==> config.mk <==
export PLATFORM = sky130hd
export DESIGN_NAME = alu_seq_flat
export DESIGN_NICKNAME = d
export VERILOG_FILES = /design/src/rtl/alu_pkg.sv /design/src/rtl/alu_seq_if.sv /design/src/rtl/alu_muldiv_iter.sv /design/src/rtl/alu_seq.sv /design/src/flat_wrapper.sv
export SDC_FILE = /design/constraint.sdc
export NUM_CORES = 1
export LEC_CHECK = 0
export CAP_MARGIN = 10
export CORE_UTILIZATION = 25
export CTS_BUF_LIST = sky130_fd_sc_hd__clkbuf_8
export DETAILED_ROUTE_END_ITERATION = 16
export DONT_BUFFER_PORTS = 1
export GPL_TIMING_DRIVEN = 0
export SLEW_MARGIN = 20
export SYNTH_ARGS = -nofsm -noshare
export SYNTH_HDL_FRONTEND = slang
export SYNTH_HIERARCHICAL = 1
export SYNTH_SLANG_ARGS = --single-unit
==> constraint.sdc <==
create_clock -name clk -period 5.8 [get_ports clk]
set_clock_uncertainty 0.2 [all_clocks]
set_input_delay 0.58 -clock clk [delete_from_list [all_inputs] [get_ports clk]]
set_output_delay 0.58 -clock clk [all_outputs]
set_load 0.02 [all_outputs]
==> src/rtl/alu_pkg.sv <==
// ----------------------------------------------------------------------------
// alu_pkg: opcode/state enums and the add/sub overflow helper for alu_seq.
// Revision 1.0
// ----------------------------------------------------------------------------
`default_nettype none

package alu_pkg;

  typedef enum logic [3:0] {
    ALU_ADD  = 4'b0000,
    ALU_SUB  = 4'b0001,
    ALU_OR   = 4'b0010,
    ALU_AND  = 4'b0011,
    ALU_SLL  = 4'b0100,
    ALU_SRA  = 4'b0101,
    ALU_ROL  = 4'b0110,
    ALU_ROR  = 4'b0111,
    ALU_NOT  = 4'b1000,
    ALU_SEQ  = 4'b1001,
    ALU_SLT  = 4'b1010,
    ALU_SLE  = 4'b1011,
    ALU_LD   = 4'b1100,
    ALU_ST   = 4'b1101,
    ALU_MULU = 4'b1110,
    ALU_DIVU = 4'b1111
  } aluop_e;

  typedef enum logic [1:0] {
    ST_IDLE = 2'd0,
    ST_BUSY = 2'd1,
    ST_DONE = 2'd2
  } state_e;

  // Subtraction is addition of the inverted operand, so only its sign flips.
  function automatic logic add_sub_ovf(input logic a_msb, input logic b_msb,
                                       input logic r_msb, input logic is_sub);
    logic b_eff;
    b_eff = b_msb ^ is_sub;
    return (a_msb == b_eff) && (r_msb != a_msb);
  endfunction

endpackage

`default_nettype wire

==> src/rtl/alu_seq_if.sv <==
// ----------------------------------------------------------------------------
// alu_seq_if: request/result handshake bundle between decode and writeback.
// Revision 1.0
// ----------------------------------------------------------------------------
`default_nettype none

interface alu_seq_if
  import alu_pkg::*;
#(
  parameter int WIDTH = 16,
  parameter int IMMW  = 4
) ();

  logic             in_valid;
  logic             in_ready;
  aluop_e           ctrl_aluop;
  logic [WIDTH-1:0] rs;
  logic [WIDTH-1:0] rt;
  logic [IMMW-1:0]  imm;
  logic             out_valid;
  logic             out_ready;
  logic [WIDTH-1:0] rd;
  logic             zero;
  logic             neg;
  logic             ovf;
  logic             dz;

  modport master (
    output in_valid, ctrl_aluop, rs, rt, imm, out_ready,
    input  in_ready, out_valid, rd, zero, neg, ovf, dz
  );

  modport slave (
    input  in_valid, ctrl_aluop, rs, rt, imm, out_ready,
    output in_ready, out_valid, rd, zero, neg, ovf, dz
  );

endinterface

`default_nettype wire

==> src/rtl/alu_muldiv_iter.sv <==
// ----------------------------------------------------------------------------
// alu_muldiv_iter: one-bit-per-cycle shift-add multiply / restoring divide.
// Revision 1.0
// ----------------------------------------------------------------------------
`default_nettype none

module alu_muldiv_iter #(
  parameter int WIDTH = 16
) (
  input  logic             clk,
  input  logic             rst,
  input  logic             start,
  input  logic             op,      // 0: multiply, 1: divide
  input  logic [WIDTH-1:0] a,
  input  logic [WIDTH-1:0] b,
  output logic             busy,
  output logic             done,
  output logic [WIDTH-1:0] lo,
  output logic [WIDTH-1:0] hi,
  output logic             dz
);

  localparam int SHW = $clog2(WIDTH);

  logic [SHW-1:0]   cnt;
  logic             is_div;
  logic [WIDTH-1:0] opnd;
  logic [WIDTH:0]   mul_sum;
  logic [WIDTH:0]   rem_sh;
  logic [WIDTH:0]   rem_diff;
  logic             rem_ge;

  // Multiply: hi:lo is the product with the multiplier shifting out of lo.
  // Divide: hi is the partial remainder, lo the dividend turning into quotient.
  always_comb begin
    mul_sum  = {1'b0, hi} + (lo[0] ? {1'b0, opnd} : '0);
    rem_sh   = {hi, lo[WIDTH-1]};
    rem_ge   = (rem_sh >= {1'b0, opnd});
    rem_diff = rem_sh - {1'b0, opnd};
  end

  assign done = busy && (cnt == '0);

  always_ff @(posedge clk) begin
    if (rst) begin
      busy   <= 1'b0;
      cnt    <= '0;
      is_div <= 1'b0;
      opnd   <= '0;
      lo     <= '0;
      hi     <= '0;
      dz     <= 1'b0;
    end else if (start) begin
      busy   <= 1'b1;
      cnt    <= SHW'(WIDTH - 1);
      is_div <= op;
      opnd   <= op ? b : a;
      lo     <= op ? a : b;
      hi     <= '0;
      dz     <= op && (b == '0);
    end else if (busy) begin
      cnt <= cnt - 1'b1;
      if (cnt == '0) begin
        busy <= 1'b0;
      end
      if (is_div) begin
        hi <= rem_ge ? rem_diff[WIDTH-1:0] : rem_sh[WIDTH-1:0];
        lo <= {lo[WIDTH-2:0], rem_ge};
      end else begin
        hi <= mul_sum[WIDTH:1];
        lo <= {mul_sum[0], lo[WIDTH-1:1]};
      end
    end
  end

endmodule

`default_nettype wire

==> src/rtl/alu_seq.sv <==
// ----------------------------------------------------------------------------
// alu_seq: handshaked ALU with single-cycle ops and iterative MULU/DIVU.
// Revision 1.0
// ----------------------------------------------------------------------------
`default_nettype none

module alu_seq
  import alu_pkg::*;
#(
  parameter int WIDTH = 16,
  parameter int IMMW  = 4
) (
  input  logic     clk,
  input  logic     rst,
  alu_seq_if.slave bus
);

  state_e           state;
  logic [WIDTH-1:0] rd_r;
  logic             zero_r;
  logic             neg_r;
  logic             ovf_r;
  logic             md_sel;
  logic             md_div;

  logic             accept;
  logic             is_md;
  logic [WIDTH-1:0] res;
  logic             res_ovf;

  logic             eng_busy;
  logic             eng_done;
  logic [WIDTH-1:0] eng_lo;
  logic [WIDTH-1:0] eng_hi;
  logic             eng_dz;
  logic             md_view;

  assign accept = bus.in_valid && (state == ST_IDLE);
  assign is_md  = (bus.ctrl_aluop == ALU_MULU) || (bus.ctrl_aluop == ALU_DIVU);

  always_comb begin
    res     = '0;
    res_ovf = 1'b0;
    case (bus.ctrl_aluop)
      ALU_ADD: begin
        res     = bus.rs + bus.rt;
        res_ovf = add_sub_ovf(bus.rs[WIDTH-1], bus.rt[WIDTH-1], res[WIDTH-1], 1'b0);
      end
      ALU_SUB: begin
        res     = bus.rs - bus.rt;
        res_ovf = add_sub_ovf(bus.rs[WIDTH-1], bus.rt[WIDTH-1], res[WIDTH-1], 1'b1);
      end
      ALU_OR:                   res = bus.rs | bus.rt;
      ALU_AND:                  res = bus.rs & bus.rt;
      ALU_SLL:                  res = bus.rs << bus.imm;
      ALU_SRA:                  res = $signed(bus.rs) >>> bus.imm;
      ALU_ROL:                  res = {bus.rs[WIDTH-2:0], bus.rs[WIDTH-1]};
      ALU_ROR:                  res = {bus.rs[0], bus.rs[WIDTH-1:1]};
      ALU_NOT:                  res = ~bus.rs;
      ALU_SEQ, ALU_SLT, ALU_SLE: res = bus.rs - bus.rt;
      ALU_LD, ALU_ST:           res = bus.rs + {{(WIDTH-IMMW){1'b0}}, bus.imm};
      default:                  res = '0;
    endcase
  end

  alu_muldiv_iter #(.WIDTH(WIDTH)) u_muldiv (
    .clk   (clk),
    .rst   (rst),
    .start (accept && is_md),
    .op    (bus.ctrl_aluop == ALU_DIVU),
    .a     (bus.rs),
    .b     (bus.rt),
    .busy  (eng_busy),
    .done  (eng_done),
    .lo    (eng_lo),
    .hi    (eng_hi),
    .dz    (eng_dz)
  );

  always_ff @(posedge clk) begin
    if (rst) begin
      state  <= ST_IDLE;
      rd_r   <= '0;
      zero_r <= 1'b0;
      neg_r  <= 1'b0;
      ovf_r  <= 1'b0;
      md_sel <= 1'b0;
      md_div <= 1'b0;
    end else begin
      case (state)
        ST_IDLE: begin
          if (accept) begin
            md_sel <= 1'b0;
            md_div <= (bus.ctrl_aluop == ALU_DIVU);
            if (is_md) begin
              state <= ST_BUSY;
            end else begin
              state  <= ST_DONE;
              rd_r   <= res;
              zero_r <= (res == '0);
              neg_r  <= res[WIDTH-1];
              ovf_r  <= res_ovf;
            end
          end
        end
        ST_BUSY: begin
          if (eng_done) begin
            state  <= ST_DONE;
            md_sel <= 1'b1;
          end
        end
        ST_DONE: begin
          if (bus.out_ready) begin
            state <= ST_IDLE;
          end
        end
        default: state <= ST_IDLE;
      endcase
    end
  end

  // The engine's own registers hold the MULU/DIVU result once it goes idle.
  assign md_view = md_sel && !eng_busy;

  assign bus.in_ready  = (state == ST_IDLE);
  assign bus.out_valid = (state == ST_DONE);
  assign bus.rd        = md_view ? eng_lo : rd_r;
  assign bus.zero      = md_view ? (eng_lo == '0) : zero_r;
  assign bus.neg       = md_view ? eng_lo[WIDTH-1] : neg_r;
  assign bus.ovf       = md_view ? (!md_div && (eng_hi != '0)) : ovf_r;
  assign bus.dz        = md_view && eng_dz;

endmodule

`default_nettype wire

==> src/flat_wrapper.sv <==
// flat-port wrapper written by rule: the top's interface ports become plain ports
module alu_seq_flat import alu_pkg::*;
#(
  parameter int WIDTH = 16,
  parameter int IMMW  = 4
)
  (clk, rst, bus_in_valid, bus_ctrl_aluop, bus_rs, bus_rt, bus_imm, bus_out_ready, bus_in_ready, bus_out_valid, bus_rd, bus_zero, bus_neg, bus_ovf, bus_dz);
  alu_seq_if #(.WIDTH(WIDTH), .IMMW(IMMW)) bus_i ();
  input  logic clk;
  input  logic rst;
  input wire logic [$bits(bus_i.in_valid)-1:0] bus_in_valid;
  input wire logic [$bits(bus_i.ctrl_aluop)-1:0] bus_ctrl_aluop;
  input wire logic [$bits(bus_i.rs)-1:0] bus_rs;
  input wire logic [$bits(bus_i.rt)-1:0] bus_rt;
  input wire logic [$bits(bus_i.imm)-1:0] bus_imm;
  input wire logic [$bits(bus_i.out_ready)-1:0] bus_out_ready;
  output wire logic [$bits(bus_i.in_ready)-1:0] bus_in_ready;
  output wire logic [$bits(bus_i.out_valid)-1:0] bus_out_valid;
  output wire logic [$bits(bus_i.rd)-1:0] bus_rd;
  output wire logic [$bits(bus_i.zero)-1:0] bus_zero;
  output wire logic [$bits(bus_i.neg)-1:0] bus_neg;
  output wire logic [$bits(bus_i.ovf)-1:0] bus_ovf;
  output wire logic [$bits(bus_i.dz)-1:0] bus_dz;
  assign bus_i.in_valid = bus_in_valid;
  assign bus_i.ctrl_aluop = bus_ctrl_aluop;
  assign bus_i.rs = bus_rs;
  assign bus_i.rt = bus_rt;
  assign bus_i.imm = bus_imm;
  assign bus_i.out_ready = bus_out_ready;
  assign bus_in_ready = bus_i.in_ready;
  assign bus_out_valid = bus_i.out_valid;
  assign bus_rd = bus_i.rd;
  assign bus_zero = bus_i.zero;
  assign bus_neg = bus_i.neg;
  assign bus_ovf = bus_i.ovf;
  assign bus_dz = bus_i.dz;
  alu_seq #(.WIDTH(WIDTH), .IMMW(IMMW)) u_core (.clk(clk), .rst(rst), .bus(bus_i));
endmodule
==> results.ini <==
[timing]
setup_viol=0
fin_crit_sh_pct=90.04
fin_setup_tns_ns=0
relSlewSlack_pct=16.69
fin_crit_ns=5.222
fmax_mhz=191.5
rsz0062_at_grt=false
holdWs_ns=0.08063
worstMarginPinSlew_ns=1.240
finalMaxSlewViolations=0
final-hold-violation-count=0

[floorplanning]
die_w_um=205.2
io_pins=66
coreArea_mm2=0.04074
die_area_mm2=0.04210
initial_core_util_pct=25.33
die_h_um=205.2
rows=74

[finish]
seqCellArea_mm2=0.001541
multi_input_area_mm2=0.007936
final_layout_size_suffix_gt1_share_pct=6.254
antenna_cells=0
fillers=4456
nets=1568
area_growth_syn_to_layout_pct=8.631
stdcell_count=1971
finish.utilization_pct=27.52

[cts]
cts.repair.resized=0
clk_pin_slew_ns=0.09
cts_num_sinks=77
clk_latency_ns=0.37
hold_buffers=0
htreeDepth=3
cts_setup_buffers=0
cts_root_buf=clkbuf_8
cts_buffers=9
cts_buffer_depth=2
cts_tree=yes

[grt]
grt_usage_pct=19.39
grt_pass1_vias=10686
overflow=0
antenna_found_initial=0
grt_pass1_wl_mm=63.11
grt_max_degree=14

[placed_design]
place_hpwl_mm=33.36
globalplace.congestion=1.011
port_buffers=0
placed_cells=1955

[route]
vias_per_cell=5.593
drt_iter0_drc=1026
wl_per_cell_um=20.95
ant_nets=0
num_vias=11023
drc=0
drt_first_pass_iters=7
wl_mm=41.30

[power_and_ir_drop]
peakVddDrop_v=0.0001147
p_total_mw=1.817
power_density_mw_per_mm2=162.0
leakage_nw=4.301

[synthesis]
ys_seq_elements=77
synthesis.nets=1557
synth_edf_count=0
yosys.area_share.adder_pct=11.27
synth_top_family_by_area=compound AO/OA/AOI/OAI gates
synth_xor_area_share_pct=3.649
synthSimpleGateAreaFrac_pct=22.23
synth_seq_area_share_pct=14.94
synth_cell_types=89
syn_area_per_cell_um2=7.253
async_flop_share_pct=0
yosys_warnings=6
synth_ff_type=dfxtp_1
synth_compound_gate_area_share_pct=27.80
muxShareOfSynthArea_pct=11.94
synth.cell_area_mm2=0.01032
netlist_instances=1423

[setup_path]
regToRegStartpoint=u_core/u_muldiv/lo[0]
crit_chain=clkbuf_1 > inv_1 > fa_1 > nand2b_1 > a2111oi_0 > and2_1 > nand4_1 > xnor2_1 > a2111oi_0 > o311a_1 > a41oi_1 > nor4_1 > a31o_1
slowest_stage=a2111oi_0
reg2reg_depth=12
arrival_ns=5.35
reg2reg_slack_ns=2.16
worstSetupStartpointType=primary input
worstSetupEndpointType=flop
crit_path_max_incr_delay_ns=1.02
critPathRequiredTime_ns=5.92
crit_type=in -> reg
reg2reg_to=u_core/u_muldiv/hi[15]
worst_path_most_repeated_cell=a2111oi_0
cp_max_fo=9

[min_path]
hp-class=in -> reg
hold_depth=1
min_from=rst
min_to=u_core/ovf_r

[run]
drv_cap=0

[run_status]
status=complete, no violations

metrics by stage:
stage / area, um2 / worst slack, ns
global placement: 10990 / 0.6128
CTS: 11210 / 0.7982
floorplan: 10320 / 1.819
global route: 11210 / 0.4785
detailed placement: 10990 / 0.4143
finish: 11210 / 0.5776
flip-flops by register name (all words and copies together), names as in the netlist:
name and cells:
u_core/md_div 1, u_core/md_sel 1, u_core/ovf_r 1, u_core/rd_r 16
u_core/state 2, u_core/u_muldiv/busy 1, u_core/u_muldiv/cnt 4, u_core/u_muldiv/dz 1
u_core/u_muldiv/hi 16, u_core/u_muldiv/is_div 1, u_core/u_muldiv/lo 16, u_core/u_muldiv/opnd 16
u_core/zero_r 1
cell type report:
type,count,share of cell area (%)
Inverter,85,2.846
Clock inverter,6,0.7812
Tap cell,532,5.937
Multi-Input combinational cell,1151,70.78
Buffer,110,4.676
Clock buffer,10,1.228
Sequential cell,77,13.75
routing by layer:
layer / vias up / routed length (um) / GRT usage (%) / part of all wire, %
li1: 5180 / - / - / -
met1: 5304 / 17350 / 24.41 / 42
met2: 462 / 19680 / 33.28 / 48
met3: 77 / 2911 / 3.041 / 7.0
met4: 0 / 1355 / 6.825 / 3.3
met5: - / 0 / 0 / 0
layout by cell type (no fill, tap or decap), types with 5 or more instances in the layout:
cell type	synthesis	routed
a2111oi_0	5	5
a211o_1	9	9
a211oi_1	85	85
a21o_1	18	18
a21oi_1	95	95
a221oi_1	7	7
a31oi_1	10	10
and2_1	22	22
buf_1	7	7
buf_2	17	17
buf_4	5	5
clkbuf_1	72	72
clkbuf_8	4	14
dfxtp_1	77	77
fa_1	5	5
ha_1	85	85
inv_1	85	86
mux2_2	7	7
mux2i_1	86	86
mux4_2	10	10
nand2_1	150	150
nand2b_1	16	16
nand3_1	25	25
nand4_1	13	13
nor2_1	170	170
nor2b_1	17	17
nor3_1	31	31
nor4_1	20	20
o211ai_1	22	22
o21a_1	7	7
o21ai_0	71	71
o21bai_1	6	6
o221ai_1	8	8
o22ai_1	6	6
o31ai_1	5	5
or2_2	7	7
xnor2_1	30	30
xor2_1	13	13
cells in the mapped netlist, types with 5 or more instances:
| cell type | number | area (um2) |
|---|---|---|
| a31oi_1 | 10 | 62.56 |
| mux2i_1 | 86 | 860.8 |
| buf_4 | 5 | 37.54 |
| a2111oi_0 | 5 | 43.79 |
| buf_2 | 17 | 85.08 |
| buf_1 | 7 | 26.28 |
| o21bai_1 | 6 | 45.04 |
| o221ai_1 | 8 | 70.07 |
| and2_1 | 22 | 137.6 |
| a21o_1 | 18 | 135.1 |
| nand2b_1 | 16 | 100.1 |
| a211o_1 | 9 | 78.83 |
| mux4_2 | 10 | 225.2 |
| nor3_1 | 31 | 155.2 |
| o21a_1 | 7 | 52.55 |
| nand4_1 | 13 | 81.33 |
| fa_1 | 5 | 100.1 |
| nor2_1 | 170 | 638.1 |
| nand3_1 | 25 | 125.1 |
| xnor2_1 | 30 | 262.8 |
| dfxtp_1 | 77 | 1541 |
| or2_2 | 7 | 43.79 |
| inv_1 | 85 | 319.1 |
| ha_1 | 85 | 1064 |
| o21ai_0 | 71 | 355.3 |
| o211ai_1 | 22 | 165.2 |
| a21oi_1 | 95 | 475.5 |
| nand2_1 | 150 | 563.0 |
| o31ai_1 | 5 | 37.54 |
| mux2_2 | 7 | 78.83 |
| nor2b_1 | 17 | 106.4 |
| o22ai_1 | 6 | 37.54 |
| xor2_1 | 13 | 113.9 |
| clkbuf_1 | 72 | 270.3 |
| a211oi_1 | 85 | 638.1 |
| a221oi_1 | 7 | 61.31 |
| nor4_1 | 20 | 125.1 |
power by group:
group	switching [mW]	internal, mW	total, mW
clock	0.222	0.254	0.476
sequential	0.0225	0.553	0.575
combinational	0.488	0.278	0.766
total	0.733	1.08	1.82
how the worst max path moves through the flow:
stage / end / startpoint / slack, ns / cells past startpoint
2_1_floorplan: u_core/zero_r / bus_rs[1] / 1.82 / 13
3_3_place_gp: u_core/zero_r / bus_rs[1] / 0.61 / 13
3_5_place_dp: u_core/zero_r / bus_rs[1] / 0.41 / 13
4_1_cts: u_core/zero_r / bus_rs[1] / 0.80 / 13
5_1_grt: u_core/zero_r / bus_rs[1] / 0.48 / 13
6_report: u_core/zero_r / bus_rs[1] / 0.58 / 13
cells by family after synthesis:
logic type / count (synthesis)
flip-flops: 77
XOR/XNOR: 43
AO/OA/AOI/OAI: 415
buffers and inverters: 195
adder cells (fa/ha/maj): 90
multiplexers: 106
AND/OR/NAND/NOR: 497
critical path, delay by kind of cell:
kind	cells	cell delay, ns
compound gates	5	2.50
xor+xnor	1	0.15
fa+ha+maj	1	0.48
buf+inv	2	0.56
simple gates	4	1.05
Power figures use the tool's default switching activity.
